--- src/rtl/alu_pkg.sv ---
// Shared constants for the ALU result stages.
//   ALU_WIDTH : default datapath width
//   FLAG_W    : width of the condition-flag vector {N,Z,C,V}
//   FLAG_*    : bit positions of each flag inside that vector
package alu_pkg;

  localparam int unsigned ALU_WIDTH = 32;
  localparam int unsigned FLAG_W    = 4;

  localparam int unsigned FLAG_N = 3;
  localparam int unsigned FLAG_Z = 2;
  localparam int unsigned FLAG_C = 1;
  localparam int unsigned FLAG_V = 0;

  typedef logic [FLAG_W-1:0] flags_t;

endpackage

--- src/rtl/alu_flag_gen.sv ---
// Combinational N/Z/C/V generator for an ADD result.
// Ports:
//   in1, in2   : operands presented to the adder
//   add_result : adder output for in1 + in2
//   flags      : {N,Z,C,V} at bit positions FLAG_N..FLAG_V
module alu_flag_gen
  import alu_pkg::*;
#(
  parameter int unsigned WIDTH = ALU_WIDTH
) (
  input  logic [WIDTH-1:0]  in1,
  input  logic [WIDTH-1:0]  in2,
  input  logic [WIDTH-1:0]  add_result,
  output logic [FLAG_W-1:0] flags
);

  // Only the sign bit of in2 matters for overflow detection.
  logic unused_in2_low;
  assign unused_in2_low = ^in2[WIDTH-2:0];

  always_comb begin
    flags         = '0;
    flags[FLAG_N] = add_result[WIDTH-1];
    flags[FLAG_Z] = (add_result == '0);
    // Unsigned wrap-around implies a carry out of the adder.
    flags[FLAG_C] = (add_result < in1);
    // Like-signed operands producing a differently-signed result.
    flags[FLAG_V] = (in1[WIDTH-1] == in2[WIDTH-1]) &&
                    (add_result[WIDTH-1] != in1[WIDTH-1]);
  end

endmodule

--- src/rtl/alu_result_stage.sv ---
// Registered result stage behind the 32-bit ADD unit.
// Captures each accepted ADD result with its N/Z/C/V flags into a small FIFO
// drained by the consumer under valid/ready. Also tracks a sticky overflow
// flag and a wrapping count of accepted results.
// Ports:
//   clk, rst_n            : clock, synchronous active-low reset
//   in1, in2, add_result  : operands and ADD output
//   in_valid / in_ready   : producer handshake (in_ready from registered count only)
//   out_valid / out_ready : consumer handshake
//   out_result, out_flags : head entry, read straight from storage
//   sticky_v, clr_sticky  : sticky overflow flag and its clear
//   acc_count             : number of accepted entries, wraps
module alu_result_stage
  import alu_pkg::*;
#(
  parameter int unsigned WIDTH = ALU_WIDTH,
  parameter int unsigned DEPTH = 2,
  parameter int unsigned CNT_W = 16
) (
  input  logic              clk,
  input  logic              rst_n,
  input  logic [WIDTH-1:0]  in1,
  input  logic [WIDTH-1:0]  in2,
  input  logic [WIDTH-1:0]  add_result,
  input  logic              in_valid,
  output logic              in_ready,
  output logic              out_valid,
  input  logic              out_ready,
  output logic [WIDTH-1:0]  out_result,
  output logic [FLAG_W-1:0] out_flags,
  output logic              sticky_v,
  input  logic              clr_sticky,
  output logic [CNT_W-1:0]  acc_count
);

  localparam int unsigned PtrW = (DEPTH > 1) ? $clog2(DEPTH) : 1;
  localparam int unsigned CntW = $clog2(DEPTH + 1);

  logic [WIDTH-1:0]  res_mem_q [DEPTH];
  logic [FLAG_W-1:0] flg_mem_q [DEPTH];

  logic [PtrW-1:0]  wr_ptr_q, wr_ptr_d;
  logic [PtrW-1:0]  rd_ptr_q, rd_ptr_d;
  logic [CntW-1:0]  count_q, count_d;
  logic             sticky_q, sticky_d;
  logic [CNT_W-1:0] acc_q, acc_d;

  logic [FLAG_W-1:0] new_flags;
  logic              push, pop;

  alu_flag_gen #(
    .WIDTH (WIDTH)
  ) u_flag_gen (
    .in1        (in1),
    .in2        (in2),
    .add_result (add_result),
    .flags      (new_flags)
  );

  assign in_ready   = (count_q < CntW'(DEPTH));
  assign out_valid  = (count_q != '0);
  assign out_result = res_mem_q[rd_ptr_q];
  assign out_flags  = flg_mem_q[rd_ptr_q];
  assign sticky_v   = sticky_q;
  assign acc_count  = acc_q;

  assign push = in_valid && in_ready;
  assign pop  = out_valid && out_ready;

  always_comb begin
    wr_ptr_d = wr_ptr_q;
    rd_ptr_d = rd_ptr_q;
    count_d  = count_q;
    sticky_d = sticky_q;
    acc_d    = acc_q;

    if (push) begin
      wr_ptr_d = (wr_ptr_q == PtrW'(DEPTH - 1)) ? '0 : wr_ptr_q + PtrW'(1);
      acc_d    = acc_q + CNT_W'(1);
    end
    if (pop) begin
      rd_ptr_d = (rd_ptr_q == PtrW'(DEPTH - 1)) ? '0 : rd_ptr_q + PtrW'(1);
    end

    case ({push, pop})
      2'b10:   count_d = count_q + CntW'(1);
      2'b01:   count_d = count_q - CntW'(1);
      default: count_d = count_q;
    endcase

    // Set beats clear when both land in the same cycle.
    if (push && new_flags[FLAG_V]) begin
      sticky_d = 1'b1;
    end else if (clr_sticky) begin
      sticky_d = 1'b0;
    end
  end

  always_ff @(posedge clk) begin
    if (!rst_n) begin
      wr_ptr_q <= '0;
      rd_ptr_q <= '0;
      count_q  <= '0;
      sticky_q <= 1'b0;
      acc_q    <= '0;
    end else begin
      wr_ptr_q <= wr_ptr_d;
      rd_ptr_q <= rd_ptr_d;
      count_q  <= count_d;
      sticky_q <= sticky_d;
      acc_q    <= acc_d;
    end
  end

  // Storage is cleared on reset so the head reads as zero, never X.
  always_ff @(posedge clk) begin
    if (!rst_n) begin
      for (int i = 0; i < int'(DEPTH); i++) begin
        res_mem_q[i] <= '0;
        flg_mem_q[i] <= '0;
      end
    end else if (push) begin
      res_mem_q[wr_ptr_q] <= add_result;
      flg_mem_q[wr_ptr_q] <= new_flags;
    end
  end

endmodule

--- config.mk ---
export PLATFORM = sky130hd
export DESIGN_NAME = alu_result_stage
export DESIGN_NICKNAME = d
export VERILOG_FILES = /design/src/rtl/alu_pkg.sv /design/src/rtl/alu_flag_gen.sv /design/src/rtl/alu_result_stage.sv
export SDC_FILE = /design/constraint.sdc
export NUM_CORES = 1
export LEC_CHECK = 0
export ABC_AREA = 1
export CAP_MARGIN = 40
export CORE_AREA = 10 10 85 160
export DETAILED_ROUTE_END_ITERATION = 16
export DIE_AREA = 0 0 95 170
export PLACE_DENSITY = 0.76
export SLEW_MARGIN = 20
export SYNTH_ARGS = -nofsm -noshare
export SYNTH_HDL_FRONTEND = slang
export SYNTH_SLANG_ARGS = --single-unit
--- constraint.sdc ---
create_clock -name clk -period 3.7 [get_ports clk]
set_clock_uncertainty 0.2 [all_clocks]
set_input_delay 0.925 -clock clk [delete_from_list [all_inputs] [get_ports clk]]
set_output_delay 0.925 -clock clk [all_outputs]
set_load 0.02 [all_outputs]
# Word level (Yosys, flattened, before mapping)
# Memory sizes are Yosys's and may differ from the RTL's. A register that Yosys moved wholly into a read port is not among the register bits.
# Index checks and enable logic that the tools add are counted.
# W data, S select, Z words.
# op_classes
add_sub_neg	5
n_lt_le_gt_ge	2
n_eq_ne	4
n_mux	19
reduce_logical	10
# ops
op	n
$logic_not A32 Y1	1
$lt A32 B32 Y1	1
$mux W32	1
$reduce_or A32 Y1	1
$add A16 B1 Y16 const B	1
$mux W1	16
$reduce_bool A2 Y1	3
$logic_and A1 B1 Y1	4
$mux W4	1
$pmux W2 S2	1
$reduce_or A4 Y1	1
$add A1 B1 Y1 const B	2
$add A2 B1 Y2 const B	1
$eq A2 B1 Y1 const B	1
$eq A2 B2 Y1 const B	1
$lt A2 B2 Y1 const B	1
$sub A2 B1 Y2 const B	1
$eq A1 B1 Y1	1
$ne A1 B1 Y1	1
# totals
register_bits	21
ram_bits	72
in_bits	101
wordCells	47
memories	2
# memory_table
name	depth	word_bits	read_ports	rd_ports_with_merged_regs	wr	line	rtl
res_mem_q	2	32	1	1	2	alu_result_stage.sv:39	logic [WIDTH-1:0] res_mem_q [DEPTH];
flg_mem_q	2	4	1	1	2	alu_result_stage.sv:40	logic [FLAG_W-1:0] flg_mem_q [DEPTH];

# Longest topological paths before layout
# Gate-level depths: netlist (run 1).
# logic_depth
word_depth	7
ltp_mapped	13
mapped_depth_nobuf	13

# Hierarchy
# From an unflattened synthesis (run 1), not the netlist that was laid out.
# unflattened
hier_cells	520
hier_area_um2	5192.5
# modules_own_cells
module	instances	cells_each	area_each_um2
alu_result_stage	1	376	4275.4
alu_flag_gen	1	144	917.1

# Least setup slack after synthesis (run 1)
# Ideal clock, no wire load.
# synth_timing
kind	input to register
startpoint	input port in_valid
endpoint	memory flg_mem_q[1][0], enable pin
setup_time_ps	393
arrival_ps	2312
slack_ps	795
cell_stages	5
n_path_buf	1
cell_sequence	inv_2 > nor2_4 > nand3_1 > clkbuf_1 > nand2_1
# synth_lines
element	line	rtl
start, declared	alu_result_stage.sv:25	input logic in_valid,
end, declared	alu_result_stage.sv:40	

==> flow_metrics.tcl, run 1 <==
set metrics [dict create \
    start_kind "flip-flop" \
    dieArea_sq_um 16150 \
    power_density_nw_per_um2 457.7 \
    hold_buffers 0 \
    path_delay_family "buffers and inverters" \
    slew_violations 0 \
    drt_wl_total_um 12290 \
    synth_simple_gate_area_share 0.1616 \
    dr.pass1.iters 4 \
    hold_violations 0 \
    min_period_over_period 0.8742 \
    setup-violations-final 0 \
    setup_tns_ns 0 \
    coreArea_sq_um 10950 \
    synth_compound_gate_area_share 0.05829 \
    nets 761 \
    netlist_top_cells_count "nor2_1 (90), inv_1 (88), edfxtp_1 (70), nand2_1 (56), mux2_2 (35)" \
    fillers 963 \
    crit_slowest_cell "dfxtp_2" \
    r2r-end "res_mem_q[0][19]" \
    hp-start "rd_ptr_q" \
    status "finished clean" \
    dp_hpwl_um 9538 \
    detail-route-antenna-nets 0 \
    post_cts_buffers 0 \
    synthFlopType "edfxtp_1" \
    r2r-start "count_q[1]" \
    num_vias 3839 \
    seq_area_sq_um 2544 \
    clock-sinks 92 \
    ios 156 \
    synth_edf_count 70 \
    synth.area.top_cells "edfxtp_1 (44%), dfxtp_1 (9.2%), ha_1 (8.6%)" \
    synth_top_area_cell "edfxtp_1" \
    die_y_um 170 \
    cts-root-buf "clkbuf_16" \
    drt_iter0_markers 188 \
    cts_resized 0 \
    syn_area_sq_um 4808 \
    synthDistinctLibCells 25 \
    die_w_um 95 \
    max-vdd-ir-drop_uv 263.5 \
    cts_tree "yes" \
    maxSlewHeadroom 0.6694 \
    multi_input_area_sq_um 1874 \
    initial_utilization 0.4393 \
    grt_start_max_net_pins 37 \
    synth_fa_ha_area_frac 0.08587 \
    slowest_delay_ns 0.60 \
    layout-drive-gt1-share 0.1123 \
    synthMuxAreaShare 0.08197 \
    cap_violations 0 \
    rsz0062_at_grt "false" \
    path_clk_slew_ns 0.06 \
    arrival_ns 2.11 \
    gr-total-overflow 0 \
    cp_num_buf_inv 2 \
    wl_per_cell_um 15.90 \
    worstMarginPinSlew_ns 0.4941 \
    clockBufferDepth 2 \
    via_per_inst 4.966 \
    cts_made_buffers 9 \
    std_cell_rows 54 \
    hp-class "flip-flop to flip-flop" \
    antenna_found_initial 0 \
    synth_xor_area_frac 0 \
    p_leak_uw 0.002854 \
    yosysSeqAreaShare 0.5288 \
    ys_ff_latch 92 \
    critical_path_required_ns 2.57 \
    synth_top_family_by_area "simple AND/OR/NAND/NOR gates" \
    yosysMostFrequentCell "nor2_1" \
    reg2reg_depth 6 \
    r2r_slack_ns 1.83 \
    route.detailed.drc 0 \
    worstPathMaxFanout 21 \
    synth-async-reset-ratio 0 \
    critPathKind "flip-flop to output pin" \
    synthToLayoutAreaGrowth_pct 36.14 \
    avgSynthCellArea_sq_um 9.636 \
    min_path_cells 1 \
    grt_usage 0.1529 \
    yosysWarnings 0 \
    gp_congestion 0.8264 \
    portBuffers 124 \
    grt_pass1_vias 4121 \
    clock_latency_ns 0.34 \
    final.min_clock_period_ns 3.234 \
    fmax_mhz 309.2 \
    htree_num_levels 3 \
    synthCells 499 \
    path_cells "buf_12 > mux2_2 > clkdlybuf4s50_1" \
    power_uw 2996 \
    end_kind "output pin" \
    synth_nets 633 \
    grt_pass1_wl_um 19120 \
    yosysTopAreaCellShare 0.4372 \
]
worst max-delay path by stage:
stage,slack (ns),cells after the start,endpoint,from
detailed placement,0.74,6,res_mem_q[1][27],in_valid
global placement,0.75,10,flg_mem_q[0][1],in1[31]
floorplan,0.80,5,flg_mem_q[1][0],in_valid
finish,0.47,3,out_result[6],flip-flop
CTS,0.43,3,out_result[5],flip-flop
global route,0.39,3,out_result[7],flip-flop
area by class of cell:
cell class                 instances  share of cell area
antenna                            1           0.0003823
clock inverter                     5            0.008028
multi-input combinational        303              0.2863
tap                              140             0.02676
clock buffer                      11             0.03555
sequential                        92              0.3886
inverter                          91             0.05218
timing repair buffer             130              0.2022
state kept, by name, summed over array words and instances, names as in the netlist, named ones only:
| register | cells |
|---|---|
| res_mem_q | 62 |
| count_q | 2 |
| sticky_v | 1 |
| flg_mem_q | 8 |
| rd_ptr_q | 1 |
| acc_count | 16 |
| wr_ptr_q | 1 |
where the power goes:
group,switching (uW),internal (uW)
Clock,355,520
Sequential,52.1,1230
Combinational,434,409
layout by cell type, fill, tap and decap left out, types with 2 or more instances in the layout:
master           Yosys  routed
nand2_2              3       5
o21ai_0             14      14
edfxtp_1            70      70
buf_12               0       3
clkdlybuf4s50_1      0     124
buf_4                1       3
ha_1                33      33
nor3_1               5       5
clkinv_2             0       3
mux2_2              35      35
dfxtp_1             22      21
o21a_1               3       3
nand4_1              8       8
a21oi_1             33      33
clkbuf_16            0       9
nand3_1              9       8
nand2_1             56      54
clkbuf_1             6       2
inv_2                3       3
nor2_4               4       4
nor4_1               3       3
nor2_1              90      90
o21ai_1              3       3
inv_1               88      88
worst reg2reg max path, cell delays in order, from the launching register on:
cell and delay (ns):
dfxtp_1 0.34, inv_2 0.10, nand2_2 0.11, nor2_1 0.11
nand2_1 0.08, nand2_2 0.39, buf_12 0.24
through the flow:
stage               setup WS [ns]  cells    util  hold WS (ns)  instance area, sq um
finish                     0.4655    773  0.5981        0.2512                  6546
global route               0.3917    772  0.5979        0.2689                  6544
CTS                        0.4344    772  0.5979        0.2508                  6544
detailed placement         0.7413    756  0.5718        0.2399                  6259
global placement           0.7549    756  0.5718        0.2335                  6259
floorplan                  0.7950    499       -        0.2258                  4808
layer usage:
layer	GRT usage	up-vias	share of wire
li1	-	1897	-
met1	0.1335	1798	0.33
met2	0.2938	115	0.56
met3	0.04319	29	0.061
met4	0.08573	0	0.042
met5	0	-	0
logic make-up after synthesis:
kind of cell / after synthesis
compound gates: 54
fa+ha+maj: 33
buf+inv: 104
flops: 92
mux: 35
simple gates: 181
No activity file was read; power rests on OpenSTA's default activity.
==> run 2: changes to the inputs <==
--- a/config.mk
+++ b/config.mk
@@ -10,6 +10,7 @@
 export CORE_AREA = 10 10 85 160
 export DETAILED_ROUTE_END_ITERATION = 16
 export DIE_AREA = 0 0 95 170
+export GPL_TIMING_DRIVEN = 0
 export PLACE_DENSITY = 0.76
 export SLEW_MARGIN = 20
 export SYNTH_ARGS = -nofsm -noshare
==> flow_metrics.tcl, run 2 (synthesis results as in run 1) <==
set metrics [dict create \
    stdcell_count 781 \
    rsz0062_at_grt "false" \
    drt_iter0_markers 152 \
    crit_slowest_cell "clkdlybuf4s50_1" \
    p_clk_frac 0.293 \
    clock-sinks 92 \
    cts_made_buffers 9 \
    nets 770 \
    route.detailed.drc 0 \
    path_delay_family "buffers and inverters" \
    htree_num_levels 3 \
    hp-class "flip-flop to flip-flop" \
    max-vdd-ir-drop_uv 303.3 \
    die_w_um 95 \
    critPathKind "flip-flop to output pin" \
    largest_reg_flops 62 \
    p_int_uw 2149 \
    dp_hpwl_um 9981 \
    worstMarginPinSlew_ns 0.5465 \
    die_y_um 170 \
    top_register "res_mem_q" \
    path_clk_slew_ns 0.06 \
    layout_common_cells "clkdlybuf4s50_1 (124), nor2_1 (90), inv_1 (88)" \
    hold_buffers 0 \
    seq_power_share 0.420 \
    maxSlewHeadroom 0.6357 \
    layout_commonest_cell "clkdlybuf4s50_1" \
    clockBufferDepth 2 \
    gr-total-overflow 0 \
    ios 156 \
    std_cell_rows 54 \
    start_kind "flip-flop" \
    end_kind "output pin" \
    grt_pass1_wl_um 19420 \
    initial_utilization 0.4393 \
    status "finished clean" \
    num_vias 3867 \
    cap_violations 0 \
    swShare 0.2838 \
    hold_violations 0 \
    layout-drive-gt1-share 0.1123 \
    slew_violations 0 \
    min_period_over_period 0.9234 \
    slowest_delay_ns 0.58 \
    finalInstanceArea_sq_um 6566 \
    cts_tree "yes" \
    p_leak_uw 0.002877 \
    dp_cells 765 \
    fmax_mhz 292.7 \
    power_density_nw_per_um2 457.0 \
    wl_per_cell_um 15.89 \
    cts-root-buf "clkbuf_16" \
    synthToLayoutAreaGrowth_pct 36.56 \
    power_uw 3001 \
    gp_congestion 0.8399 \
    dieArea_sq_um 16150 \
    switchingPower_uw 851.6 \
    critical_path_required_ns 2.57 \
    combPwrFrac 0.287 \
    setup_tns_ns 0 \
    antennaDiodeCount 0 \
    drt_wl_total_um 12410 \
    arrival_ns 2.29 \
    final.min_clock_period_ns 3.417 \
    dr.pass1.iters 5 \
    post_cts_buffers 0 \
    grt_start_max_net_pins 28 \
    antenna_found_initial 0 \
    grt_usage 0.1568 \
    cp_num_buf_inv 3 \
    clock_latency_ns 0.34 \
    detail-route-antenna-nets 0 \
    fillers 977 \
    portBuffers 124 \
    via_per_inst 4.951 \
    coreArea_sq_um 10950 \
    cts_resized 0 \
    setup-violations-final 0 \
    place_area_sq_um 6277 \
    fin_hold_ws_ns 0.2589 \
    path_cells "clkbuf_1 > buf_2 > mux2_2 > clkdlybuf4s50_1" \
    grt_pass1_vias 4137 \
    worstPathMaxFanout 10 \
]
==> run 2: worst reg2reg max path, delay by kind of cell, from the launching register on <==
family | cells | cell delay [ns]
DFF | 1 | 0.34
and+or+nand+nor | 3 | 1.01
buffers and inverters | 2 | 0.58
==> run 2: path summary, 6_finish.rpt <==
check,cells after the start,end,startpoint,slack [ns]
setup / recovery,4,out_result[25],flip-flop,0.28
hold / removal,1,rd_ptr_q,rd_ptr_q,0.26
setup reg to reg,5,res_mem_q[1][14],count_q[1],1.26
hold reg to reg,1,rd_ptr_q,rd_ptr_q,0.26
==> run 2: cell type report <==
class	instances	area, sq um	share of cell area
Multi-Input combinational cell	303	1869	0.2847
Clock inverter	3	17.52	0.002668
Clock buffer	13	271.5	0.04135
Buffer	13	60.06	0.009146
Sequential cell	92	2542	0.3872
Tap cell	140	175.2	0.02668
Inverter	91	341.6	0.05202
Timing Repair Buffer	126	1289	0.1963
==> run 2: metrics by stage <==
stage | utilization | setup slack [ns]
floorplan | - | 0.7950
global placement | 0.5687 | -0.5339
detailed placement | 0.5735 | 0.06876
CTS | 0.5999 | 0.2074
global route | 0.5999 | 0.1417
finish | 0.5999 | 0.2834
==> run 2: power groups by stage <==
stage               registers (uW)  logic, uW  clock network [uW]
floorplan                     1280        475                   0
global placement              1280        846                   0
detailed placement            1280        872                   0
CTS                           1260        876                 889
global route                  1270        935                 924
finish                        1260        860                 879
==> run 2: layer usage <==
metal  share of wire  GRT usage  vias to the layer above
li1                -          -                     1917
met5               0          0                        -
met2            0.56     0.2977                      126
met4           0.045    0.08639                        0
met1            0.33     0.1368                     1789
met3           0.067    0.05068                       35
